===== src/rtl/tile_wr_sched_if.sv =====
// Bundle between the cursor/trace logic and the tile RAM write scheduler.
// The master is the trace source; the slave is tile_wr_sched driving port A.
interface tile_wr_sched_if;
  logic        trace_req;
  logic [11:0] trace_addr;
  logic [6:0]  trace_din;
  logic        clear_start;
  logic        video_on;
  logic        we;
  logic [11:0] addr_w;
  logic [6:0]  din;
  logic        trace_ack;
  logic        busy;
  logic        clear_done;

  modport master (
    output trace_req, trace_addr, trace_din, clear_start, video_on,
    input  we, addr_w, din, trace_ack, busy, clear_done
  );

  modport slave (
    input  trace_req, trace_addr, trace_din, clear_start, video_on,
    output we, addr_w, din, trace_ack, busy, clear_done
  );
endinterface


===== src/rtl/tile_wr_sched.sv =====
// Tile RAM write-port scheduler: cursor trace writes vs. full-screen clear sweep.
// Optional macro TILE_CLR_VBLANK_EN restricts sweep writes to video blanking.
module tile_wr_sched #(
  parameter int         MAX_X      = 80,
  parameter int         MAX_Y      = 30,
  parameter logic [6:0] BLANK_CHAR = 7'h00
) (
  input  logic            clk_100MHz,
  input  logic            reset_n,
  tile_wr_sched_if.slave  bus
);
  localparam logic [6:0] COL_LAST = 7'(MAX_X - 1);
  localparam logic [4:0] ROW_LAST = 5'(MAX_Y - 1);

  typedef enum logic [1:0] {IDLE, CLEAR, FLUSH} state_t;

  state_t      state_q, state_d;
  logic [6:0]  col_q, col_d;
  logic [4:0]  row_q, row_d;
  logic        hold_valid_q, hold_valid_d;
  logic [11:0] hold_addr_q, hold_addr_d;
  logic [6:0]  hold_din_q, hold_din_d;
  logic        we_q, we_d;
  logic [11:0] addr_w_q, addr_w_d;
  logic [6:0]  din_q, din_d;
  logic        trace_ack_q, trace_ack_d;
  logic        busy_q, busy_d;
  logic        clear_done_q, clear_done_d;

  logic        req_ok;
  logic        clr_en;
  logic        sweep;
  logic [6:0]  sw_col;
  logic [4:0]  sw_row;

  assign req_ok = bus.trace_req
                  && (int'(bus.trace_addr[6:0])  < MAX_X)
                  && (int'(bus.trace_addr[11:7]) < MAX_Y);

`ifdef TILE_CLR_VBLANK_EN
  assign clr_en = ~bus.video_on;
`else
  logic unused_video_on;
  assign unused_video_on = bus.video_on;
  assign clr_en = 1'b1;
`endif

  always_comb begin
    state_d      = state_q;
    col_d        = col_q;
    row_d        = row_q;
    hold_valid_d = hold_valid_q;
    hold_addr_d  = hold_addr_q;
    hold_din_d   = hold_din_q;
    we_d         = 1'b0;
    addr_w_d     = addr_w_q;
    din_d        = din_q;
    trace_ack_d  = 1'b0;
    busy_d       = 1'b0;
    clear_done_d = 1'b0;
    sweep        = 1'b0;
    sw_col       = col_q;
    sw_row       = row_q;

    case (state_q)
      IDLE: begin
        if (bus.clear_start) begin
          // The first blank write is issued from this cycle, so the sweep starts at 0,0 now.
          sweep        = 1'b1;
          sw_col       = 7'd0;
          sw_row       = 5'd0;
          state_d      = CLEAR;
          hold_valid_d = 1'b0;
          if (req_ok) begin
            hold_valid_d = 1'b1;
            hold_addr_d  = bus.trace_addr;
            hold_din_d   = bus.trace_din;
          end
        end else if (hold_valid_q) begin
          we_d         = 1'b1;
          addr_w_d     = hold_addr_q;
          din_d        = hold_din_q;
          trace_ack_d  = 1'b1;
          hold_valid_d = req_ok;
          if (req_ok) begin
            hold_addr_d = bus.trace_addr;
            hold_din_d  = bus.trace_din;
          end
        end else if (req_ok) begin
          we_d        = 1'b1;
          addr_w_d    = bus.trace_addr;
          din_d       = bus.trace_din;
          trace_ack_d = 1'b1;
        end
      end

      CLEAR: begin
        sweep = 1'b1;
        if (req_ok) begin
          hold_valid_d = 1'b1;
          hold_addr_d  = bus.trace_addr;
          hold_din_d   = bus.trace_din;
        end
      end

      FLUSH: begin
        busy_d       = 1'b1;
        state_d      = IDLE;
        hold_valid_d = 1'b0;
        if (hold_valid_q) begin
          we_d        = 1'b1;
          addr_w_d    = hold_addr_q;
          din_d       = hold_din_q;
          trace_ack_d = 1'b1;
        end
        if (req_ok) begin
          hold_valid_d = 1'b1;
          hold_addr_d  = bus.trace_addr;
          hold_din_d   = bus.trace_din;
        end
      end

      default: state_d = IDLE;
    endcase

    // Sweep step: stalled cycles keep the position so no tile is skipped.
    if (sweep) begin
      busy_d = 1'b1;
      col_d  = sw_col;
      row_d  = sw_row;
      if (clr_en) begin
        we_d     = 1'b1;
        addr_w_d = {sw_row, sw_col};
        din_d    = BLANK_CHAR;
        if ((sw_col == COL_LAST) && (sw_row == ROW_LAST)) begin
          clear_done_d = 1'b1;
          state_d      = FLUSH;
          col_d        = 7'd0;
          row_d        = 5'd0;
        end else if (sw_col == COL_LAST) begin
          col_d = 7'd0;
          row_d = sw_row + 5'd1;
        end else begin
          col_d = sw_col + 7'd1;
        end
      end
    end
  end

  always_ff @(posedge clk_100MHz) begin
    if (!reset_n) begin
      state_q      <= IDLE;
      col_q        <= 7'd0;
      row_q        <= 5'd0;
      hold_valid_q <= 1'b0;
      we_q         <= 1'b0;
      addr_w_q     <= 12'd0;
      din_q        <= 7'd0;
      trace_ack_q  <= 1'b0;
      busy_q       <= 1'b0;
      clear_done_q <= 1'b0;
    end else begin
      state_q      <= state_d;
      col_q        <= col_d;
      row_q        <= row_d;
      hold_valid_q <= hold_valid_d;
      we_q         <= we_d;
      addr_w_q     <= addr_w_d;
      din_q        <= din_d;
      trace_ack_q  <= trace_ack_d;
      busy_q       <= busy_d;
      clear_done_q <= clear_done_d;
    end
  end

  // Hold payload is only meaningful while hold_valid_q is set.
  always_ff @(posedge clk_100MHz) begin
    hold_addr_q <= hold_addr_d;
    hold_din_q  <= hold_din_d;
  end

  assign bus.we         = we_q;
  assign bus.addr_w     = addr_w_q;
  assign bus.din        = din_q;
  assign bus.trace_ack  = trace_ack_q;
  assign bus.busy       = busy_q;
  assign bus.clear_done = clear_done_q;
endmodule


===== src/flat_wrapper.sv =====
// flat-port wrapper written by rule: the top's interface ports become plain ports
module tile_wr_sched_flat 
#(
  parameter int         MAX_X      = 80,
  parameter int         MAX_Y      = 30,
  parameter logic [6:0] BLANK_CHAR = 7'h00
)
  (clk_100MHz, reset_n, bus_trace_req, bus_trace_addr, bus_trace_din, bus_clear_start, bus_video_on, bus_we, bus_addr_w, bus_din, bus_trace_ack, bus_busy, bus_clear_done);
  tile_wr_sched_if bus_i ();
  input  logic clk_100MHz;
  input  logic reset_n;
  input wire logic [$bits(bus_i.trace_req)-1:0] bus_trace_req;
  input wire logic [$bits(bus_i.trace_addr)-1:0] bus_trace_addr;
  input wire logic [$bits(bus_i.trace_din)-1:0] bus_trace_din;
  input wire logic [$bits(bus_i.clear_start)-1:0] bus_clear_start;
  input wire logic [$bits(bus_i.video_on)-1:0] bus_video_on;
  output wire logic [$bits(bus_i.we)-1:0] bus_we;
  output wire logic [$bits(bus_i.addr_w)-1:0] bus_addr_w;
  output wire logic [$bits(bus_i.din)-1:0] bus_din;
  output wire logic [$bits(bus_i.trace_ack)-1:0] bus_trace_ack;
  output wire logic [$bits(bus_i.busy)-1:0] bus_busy;
  output wire logic [$bits(bus_i.clear_done)-1:0] bus_clear_done;
  assign bus_i.trace_req = bus_trace_req;
  assign bus_i.trace_addr = bus_trace_addr;
  assign bus_i.trace_din = bus_trace_din;
  assign bus_i.clear_start = bus_clear_start;
  assign bus_i.video_on = bus_video_on;
  assign bus_we = bus_i.we;
  assign bus_addr_w = bus_i.addr_w;
  assign bus_din = bus_i.din;
  assign bus_trace_ack = bus_i.trace_ack;
  assign bus_busy = bus_i.busy;
  assign bus_clear_done = bus_i.clear_done;
  tile_wr_sched #(.MAX_X(MAX_X), .MAX_Y(MAX_Y), .BLANK_CHAR(BLANK_CHAR)) u_core (.clk_100MHz(clk_100MHz), .reset_n(reset_n), .bus(bus_i));
endmodule

===== config.mk =====
export PLATFORM = sky130hd
export DESIGN_NAME = tile_wr_sched_flat
export DESIGN_NICKNAME = d
export VERILOG_FILES = /design/src/rtl/tile_wr_sched_if.sv /design/src/rtl/tile_wr_sched.sv /design/src/flat_wrapper.sv
export SDC_FILE = /design/constraint.sdc
export NUM_CORES = 1
export LEC_CHECK = 0
export CORE_MARGIN = 5
export CORE_UTILIZATION = 30
export DETAILED_ROUTE_END_ITERATION = 8
export GPL_ROUTABILITY_DRIVEN = 0
export PLACE_DENSITY_LB_ADDON = 0.15
export SYNTH_ARGS = -nofsm -noshare
export SYNTH_HDL_FRONTEND = slang
export SYNTH_SLANG_ARGS = --single-unit

===== constraint.sdc =====
create_clock -name clk_100MHz -period 2.81 [get_ports clk_100MHz]
set_input_delay 0.4215 -clock clk_100MHz [delete_from_list [all_inputs] [get_ports clk_100MHz]]
set_output_delay 0.4215 -clock clk_100MHz [all_outputs]
set_load 0.005 [all_outputs]

[Word level (Yosys, flattened, before mapping)]
Index checks and enable logic that the tools add are counted.
Storage, ports and cells
  flip-flop bits (word level): 57
  bits of input ports: 24
  word-level logic and storage cells: 90
Cells by class
  add/sub/neg operators: 2
  magnitude comparators: 2
  equal/unequal tests: 12
  muxes and demuxes: 46
  bitwise gates (word level): 1
  reductions and logical operators: 15
Operators by type and width (count)
  two-way mux 12 bit: 8
  two-way mux 7 bit: 11
  one-hot mux 12 bit (2 select lines): 2
  one-hot mux 7 bit (2 select lines): 2
  two-way mux 5 bit: 4
  two-way mux 1 bit: 12
  AND reduction 4 bit: 2
  adder 7 x 1 -> 7 bit (second input constant): 1
  == test 7 bit (second input constant): 1
  < comparator 7 bit (second input constant): 1
  two-way mux 2 bit: 3
  != test 3 x 1 -> 1 bit (second input constant): 2
  != test 3 x 2 -> 1 bit (second input constant): 2
  AND reduction 2 bit: 3
  nonzero test 3 bit: 2
  adder 5 x 1 -> 5 bit (second input constant): 1
  == test 5 bit (second input constant): 1
  < comparator 5 bit (second input constant): 1
  != test 2 x 1 -> 1 bit (second input constant): 2
  != test 4 x 1 -> 1 bit (second input constant): 1
  one-hot mux 1 bit (2 select lines): 2
  one-hot mux 2 bit (2 select lines): 1
  nonzero test 2 bit: 2
  OR reduction 2 bit: 2
  7 further kinds: 9

[Longest topological paths before layout]
Gate-level depths: netlist of run 1.
  depth after elaboration: 8
  gate-level depth with buffers: 11
  gate-level depth less buffers: 9

[Worst setup path before layout of run 1]
No wires, ideal clock.
  path kind: register to register
  start: register u_core.state_q[0]
  end: register u_core.hold_addr_q[0], enable pin
  arrival: 2.399 ns
  data required time: 2.387 ns
  setup slack: -0.012 ns
  cell stages (with the launch flop): 6
  buffers on the path: 0
  cell sequence: dfxtp_1 inv_1 ha_1 or2b_1 nor2_1 nor3b_1
Between the ends
  word-level cells in the longest chain between the ends: 4
Ends and longest elaborated chain
  from (decl): line tile_wr_sched.sv:17  | state_t state_q, state_d;
  from (signal assigned): line tile_wr_sched.sv:163  | state_q <= state_d;
  == test 2 x 1 -> 1 bit or == test 2 bit (tied branches): line tile_wr_sched.sv:65  | case (state_q)
  OR reduction 2 bit (no source line)
  nonzero test 2 bit (no source line)
  AND reduction 2 bit (no source line) *
  to (signal assigned): line tile_wr_sched.sv:178  | hold_addr_q <= hold_addr_d;
  to (decl): line tile_wr_sched.sv:21  | logic [11:0] hold_addr_q, hold_addr_d;
Mark *: on every way between the ends. The rest lies on a longest branch, timed or not.
A chain may end at the register's enable or synchronous reset.

[Worst setup path after layout of run 1]
  start: register u_core.state_q[0]
  end: register u_core.row_q[4]
Between the ends
  word-level cells in the longest chain between the ends: 5
Ends and longest elaborated chain
  zero test 2 bit: line tile_wr_sched.sv:65
  two-way mux 5 bit or two-way mux 7 bit (tied branches): line tile_wr_sched.sv:65
  adder 5 x 1 -> 5 bit (tied with other cells): line tile_wr_sched.sv:142  | row_d = sw_row + 5'd1;
  two-way mux 5 bit or logical AND 1 bit (tied branches): line tile_wr_sched.sv:140, tile_wr_sched.sv:135
  two-way mux 5 bit: line tile_wr_sched.sv:135  | if ((sw_col == COL_LAST) && (sw_row == ROW_LAST)) begin
  to (signal assigned): line tile_wr_sched.sv:165  | row_q <= row_d;
  to (decl): line tile_wr_sched.sv:19  | logic [4:0] row_q, row_d;
Parallel ways exist; a longest one is shown, timed or not.

==> results of run 1 <==
-- registers in the layout, indices dropped and copies added, names as in the netlist --
| name | flops |
|---|---|
| u_core.state_q | 2 |
| u_core.bus.we | 1 |
| u_core.hold_din_q | 7 |
| u_core.row_q | 5 |
| u_core.bus.busy | 1 |
| u_core.hold_addr_q | 12 |
| u_core.col_q | 7 |
| u_core.bus.addr_w | 12 |
| u_core.bus.clear_done | 1 |
| u_core.bus.din | 7 |
| u_core.hold_valid_q | 1 |
| u_core.bus.trace_ack | 1 |
-- cells by family after synthesis --
logic type      Yosys count  synth area share (%)
flops                    57                  47.2
mux                      30                  10.7
simple gates             87                  17.1
buf+inv                  26                  3.86
xor+xnor                  2                 0.621
fa+ha+maj                 9                  3.99
compound gates           72                  16.6
-- layout by cell type (no fill, tap or decap), types with 10 or more instances in the layout --
master / instances
mux2i_1: 29
nand2_1: 21
a21oi_1: 14
clkbuf_8: 10
o21ai_0: 25
edfxtp_1: 19
clkdlybuf4s50_1: 45
nor2_1: 12
a211o_1: 10
buf_4: 15
and3_1: 12
dfxtp_1: 38
-- metrics by stage --
stage | hold WS, ps | instances
floorplan | 451 | 283
global placement | 449 | 434
detailed placement | 447 | 434
CTS | 462 | 450
global route | 480 | 450
finish | 458 | 450
-- routing by layer --
layer,track usage (%),vias to the layer above,part of all wire (%)
li1,-,1150,-
met1,18.3,1084,51
met2,19.3,52,44
met3,2.89,10,3.3
met4,6.21,0,2.1
met5,0,-,0
-- final cells by class --
| cell class | count | share of cell area (%) |
|---|---|---|
| flip-flops and latches | 57 | 36.8 |
| repair buffers | 60 | 15.6 |
| well taps | 111 | 3.84 |
| inverters | 6 | 0.623 |
| clock inverters | 5 | 0.865 |
| multi-input cells | 200 | 38.4 |
| clock buffers | 11 | 3.91 |
-- worst max-delay path, stage by stage, from the launching register on --
cell	delay, ps
dfxtp_1	410
inv_1	110
ha_1	220
nand2_1	140
and2_1	150
ha_1	170
nand4_1	130
or4b_1	650
or4_1	490
o21ai_0	70
-- path summary, 6_finish.rpt --
kind                          end  cells past startpoint            startpoint  slack, ps
min reg2reg  u_core.bus.addr_w[6]                      2  u_core.bus.addr_w[6]        460
max reg2reg       u_core.row_q[4]                      9     u_core.state_q[0]        200
max               u_core.row_q[4]                      9     u_core.state_q[0]        200
min          u_core.bus.addr_w[6]                      2  u_core.bus.addr_w[6]        460
-- power breakdown --
group / internal [uW] / leakage (uW) / total (uW) / switching (uW)
clock network: 341 / 0.0000891 / 687 / 346
logic: 161 / 0.000937 / 328 / 167
registers: 900 / 0.000487 / 922 / 21.9
total: 1400 / 0.00151 / 1940 / 535
==> flow_summary_export.csv, run 1 <==
group,metric,value,unit
floorplan,core_area,9200,um2
placed_design,dpl-instance-area,3440,um2
global_routing,grt_pass1_vias,2304,
final_layout,diodes,0,
sta,fin_ws,199,ps
pwr,power,1940,uW
sta,setup_viol,0,
synth,synth_edf_count,19,
final_layout,fin_util,39.3,%
floorplan,io_pins,47,
synth,synth_ff_type,"dfxtp_1",
synth,ys_seq_area_share,47.2,%
routing,vias,2296,
sta,fin_setup_tns,0,ps
synth,yosysMostFrequentCell,"dfxtp_1",
synth,synth_top_area_share,27.0,%
global_routing,grt_remaining_overflow,0,
sta,worst_pin_slew,616,ps
clock_network,cts_num_sinks,57,
pwr,p_leak,0.00151,uW
setup_path,critical_path_required,3080,ps
routing,drt_iter0_markers,158,
placed_design,io_buffers,45,
run,max-cap-violations,0,
floorplan,die_area,11400,um2
clock_network,clockBufferDepth,2,
final_layout,finalNetCount,367,
sta,maxSlewViolCount,0,
clock_network,ctsHoldBuffers,0,
setup_path,crit_type,"register to register",
setup_path,endpoint_kind,"register",
floorplan,initial_core_util,30.7,%
synth,syn_avg_cell_area,9.97,um2
sta,fin_skew,6.67,ps
synth,ys_warn_count,0,
sta,hold_violations,0,
global_routing,grt_max_degree,24,
clock_network,htreeDepth,3,
routing,post_drt_via_cell_ratio,5.10,
clock_network,cts_setup_buffers,0,
synth,syn-num-nets,316,
routing,routed_wl,7.25,mm
clock_network,worstSkewPairLatency,340,ps
synth,ys_top_cells_by_count,"dfxtp_1 (38), mux2i_1 (29), o21ai_0 (25), nand2_1 (21), edfxtp_1 (19)",
sta,fmax,0.383,GHz
clock_network,clkTransAtPathRegs,70,ps
floorplan,fp.dieH,107,um
floorplan,fp.dieW,107,um
synth,yosys.area.top_type,"dfxtp_1",
placed_design,place_ws,42.1,ps
routing,ant_nets,0,
synth,syn_inst,283,
clock_network,cts_tree,"done",
clock_network,root_buffer,"clkbuf_8",
synth,async_flop_share,0,%
final_layout,design_area,3620,um2
floorplan,rows,35,
global_routing,grt_pass1_wl,11.8,mm
synth,synth.cell_area,2820,um2
final_layout,multi_input_area,1390,um2
synth,synth_cell_type_count,48,
routing,drc_errors,0,
global_routing,antenna_found_initial,0,
placed_design,dp_hpwl,5.09,mm
synth,synth-seq-cells,57,
setup_path,critPathMaxFanout,6,
sta,rsz0062_at_grt,"no",
setup_path,start_kind,"register",
routing,drtPass1Iterations,4,
clock_network,post_cts_resized,0,
sta,slew_headroom,58.5,%
sta,layout_min_cycle_time,2610,ps
routing,wl_per_cell,16.1,um
final_layout,seqCellArea,1330,um2
run_status,outcome,"complete, no violations",
setup_path,crit_arrival,2880,ps
pwr,p_per_area,536,nW/um2
global_routing,grt_util_all_layers,13.2,%
pwr,max-vdd-ir-drop,0.336,mV
clock_network,cts_buffers,9,
worst_hold_path,min_path_type,"register to register",
synth,synth_area_leaders,"dfxtp_1 (27%), edfxtp_1 (20%), mux2i_1 (10%)",
final_layout,area_delta_synth_final,28.1,%
final_layout,layout-drive-gt1-share,10.6,%
sta,post-route-period-util,92.9,%
final_layout,fillCellCount,934,
Power figures use the tool's default switching activity.
==> run 2: changes to the inputs <==
CORE_UTILIZATION = 48   (was 30)
RECOVER_POWER = 25   (was unset)
==> flow_summary_export.csv, run 2 (synthesis gave the netlist of run 1 again) <==
group,metric,value,unit
sta,maxSlewViolCount,0,
final_layout,diodes,0,
clock_network,cts_tree,"done",
final_layout,layout-drive-gt1-share,10.3,%
sta,hold_violations,0,
floorplan,io_pins,47,
sta,setup_viol,0,
clock_network,clkTransAtPathRegs,70,ps
routing,wl_per_cell,15.7,um
global_routing,grt_max_degree,24,
routing,post_drt_via_cell_ratio,5.57,
floorplan,fp.dieH,86.7,um
final_layout,seqCellArea,1330,um2
clock_network,ctsHoldBuffers,0,
final_layout,area_delta_synth_final,27.9,%
setup_path,crit_arrival,2780,ps
final_layout,design_area,3610,um2
routing,drc_errors,0,
run,max-cap-violations,0,
floorplan,rows,28,
placed_design,dpl-instance-area,3400,um2
pwr,max-vdd-ir-drop,0.358,mV
routing,vias,2308,
final_layout,final_common_cell,"dfxtp_1",
clock_network,cts_buffers,9,
global_routing,grt_util_all_layers,18.2,%
worst_hold_path,min_path_type,"register to register",
clock_network,cts_num_sinks,57,
setup_path,reg2reg_to,"u_core.row_q[4]",
final_layout,fillCellCount,517,
sta,worst_pin_slew,669,ps
clock_network,worstSkewPairLatency,330,ps
setup_path,r2r_start,"u_core.state_q[0]",
routing,drtPass1Iterations,4,
sta,slew_headroom,55.0,%
routing,routed_wl,6.50,mm
final_layout,final_cell_mix,"dfxtp_1 (38), mux2i_1 (29), o21ai_0 (25), clkdlybuf4s50_1 (24)",
floorplan,core_area,5820,um2
placed_design,dp_hpwl,4.63,mm
setup_path,reg2reg_depth,9,
placed_design,io_buffers,45,
sta,post-route-period-util,89.7,%
setup_path,critPathMaxFanout,6,
floorplan,die_area,7510,um2
final_layout,finalNetCount,367,
run_status,outcome,"complete, no violations",
setup_path,start_kind,"register",
sta,layout_min_cycle_time,2520,ps
global_routing,grt_remaining_overflow,0,
global_routing,antenna_found_initial,0,
sta,rsz0062_at_grt,"no",
floorplan,fp.dieW,86.7,um
global_routing,grt_pass1_vias,2174,
setup_path,endpoint,"u_core.row_q[4]",
pwr,power,2070,uW
clock_network,htreeDepth,3,
pwr,p_leak,0.00154,uW
setup_path,crit_type,"register to register",
setup_path,critical_path_required,3070,ps
clock_network,clockBufferDepth,2,
routing,drt_iter0_markers,125,
pwr,p_per_area,573,nW/um2
sta,fin_skew,8.44,ps
setup_path,endpoint_kind,"register",
global_routing,grt_pass1_wl,10.7,mm
sta,fin_setup_tns,0,ps
setup_path,reg2reg_slack,290,ps
clock_network,root_buffer,"clkbuf_8",
routing,ant_nets,0,
setup_path,worstSetupStartpoint,"u_core.state_q[0]",
sta,worst_hold_slack,459,ps
sta,fmax,0.397,GHz
final_layout,multi_input_area,1390,um2
floorplan,initial_core_util,48.5,%
run 2: cell count changes in the layout (fill, tap and decap cells not counted):
cell | previous run | this run
or4b_4 | 0 | 1
or4b_1 | 1 | 0
clkdlybuf4s50_1 | 45 | 24
clkbuf_8 | 10 | 9
clkinv_2 | 3 | 1
inv_4 | 0 | 1
bufinv_16 | 0 | 2
buf_4 | 15 | 14
dlygate4sd3_1 | 0 | 21
clkinvlp_4 | 1 | 0
clkbuf_1 | 1 | 3
run 2: where the power goes:
group / total (uW) / switching [uW] / internal (uW)
logic: 311 / 157 / 154
clock network: 834 / 334 / 500
registers: 924 / 23.8 / 900
run 2: area by class of cell:
cell class,instances,share of cell area (%)
Timing Repair Buffer,60,15.5
Clock buffer,11,3.64
Sequential cell,57,36.9
Tap cell,75,2.60
Clock inverter,5,2.22
Inverter,6,0.624
Multi-Input combinational cell,200,38.5
run 2: metrics by stage:
stage / instances / util, % / setup slack [ps]
after global placement: 398 / 58.4 / 111
after floorplan: 283 / - / 43.4
after global routing: 414 / 62.1 / 71.9
after CTS: 414 / 62.1 / 198
final: 414 / 62.1 / 289
after detailed placement: 398 / 58.4 / 64.8
run 2: repair_timing:
action	CTS	global route
endpoints found under the setup margin	0	1
buffers inserted	0	0
gates resized for setup	0	1
run 2: worst max-delay path, stage by stage, from the launching register on:
cell and delay [ps]:
dfxtp_1 400, inv_1 110, ha_1 220, nand2_1 150, and2_1 150, ha_1 160
nand4_1 120, or4b_4 580, or4_1 470, o21ai_0 80
run 2: metal layers:
layer | vias to the layer above | wire [um] | GRT usage [%]
met3 | 11 | 347 | 3.80
li1 | 1142 | - | -
met1 | 1086 | 3080 | 25.5
met2 | 69 | 2940 | 27.1
met5 | - | 0 | 0
met4 | 0 | 123 | 7.79
run 2: worst min path at each step:
| stage | startpoint | slack, ps | depth (start not counted) | endpoint |
|---|---|---|---|---|
| 4_1_cts | u_core.bus.addr_w[4] | 460 | 2 | u_core.bus.addr_w[4] |
| 6_report | u_core.bus.addr_w[4] | 460 | 2 | u_core.bus.addr_w[4] |
| 2_1_floorplan | u_core.bus.addr_w[0] | 450 | 2 | u_core.bus.addr_w[0] |
| 5_1_grt | u_core.bus.addr_w[10] | 490 | 2 | u_core.bus.addr_w[10] |
| 3_5_place_dp | u_core.bus.addr_w[4] | 450 | 2 | u_core.bus.addr_w[4] |
| 3_3_place_gp | u_core.bus.addr_w[9] | 450 | 2 | u_core.bus.addr_w[9] |
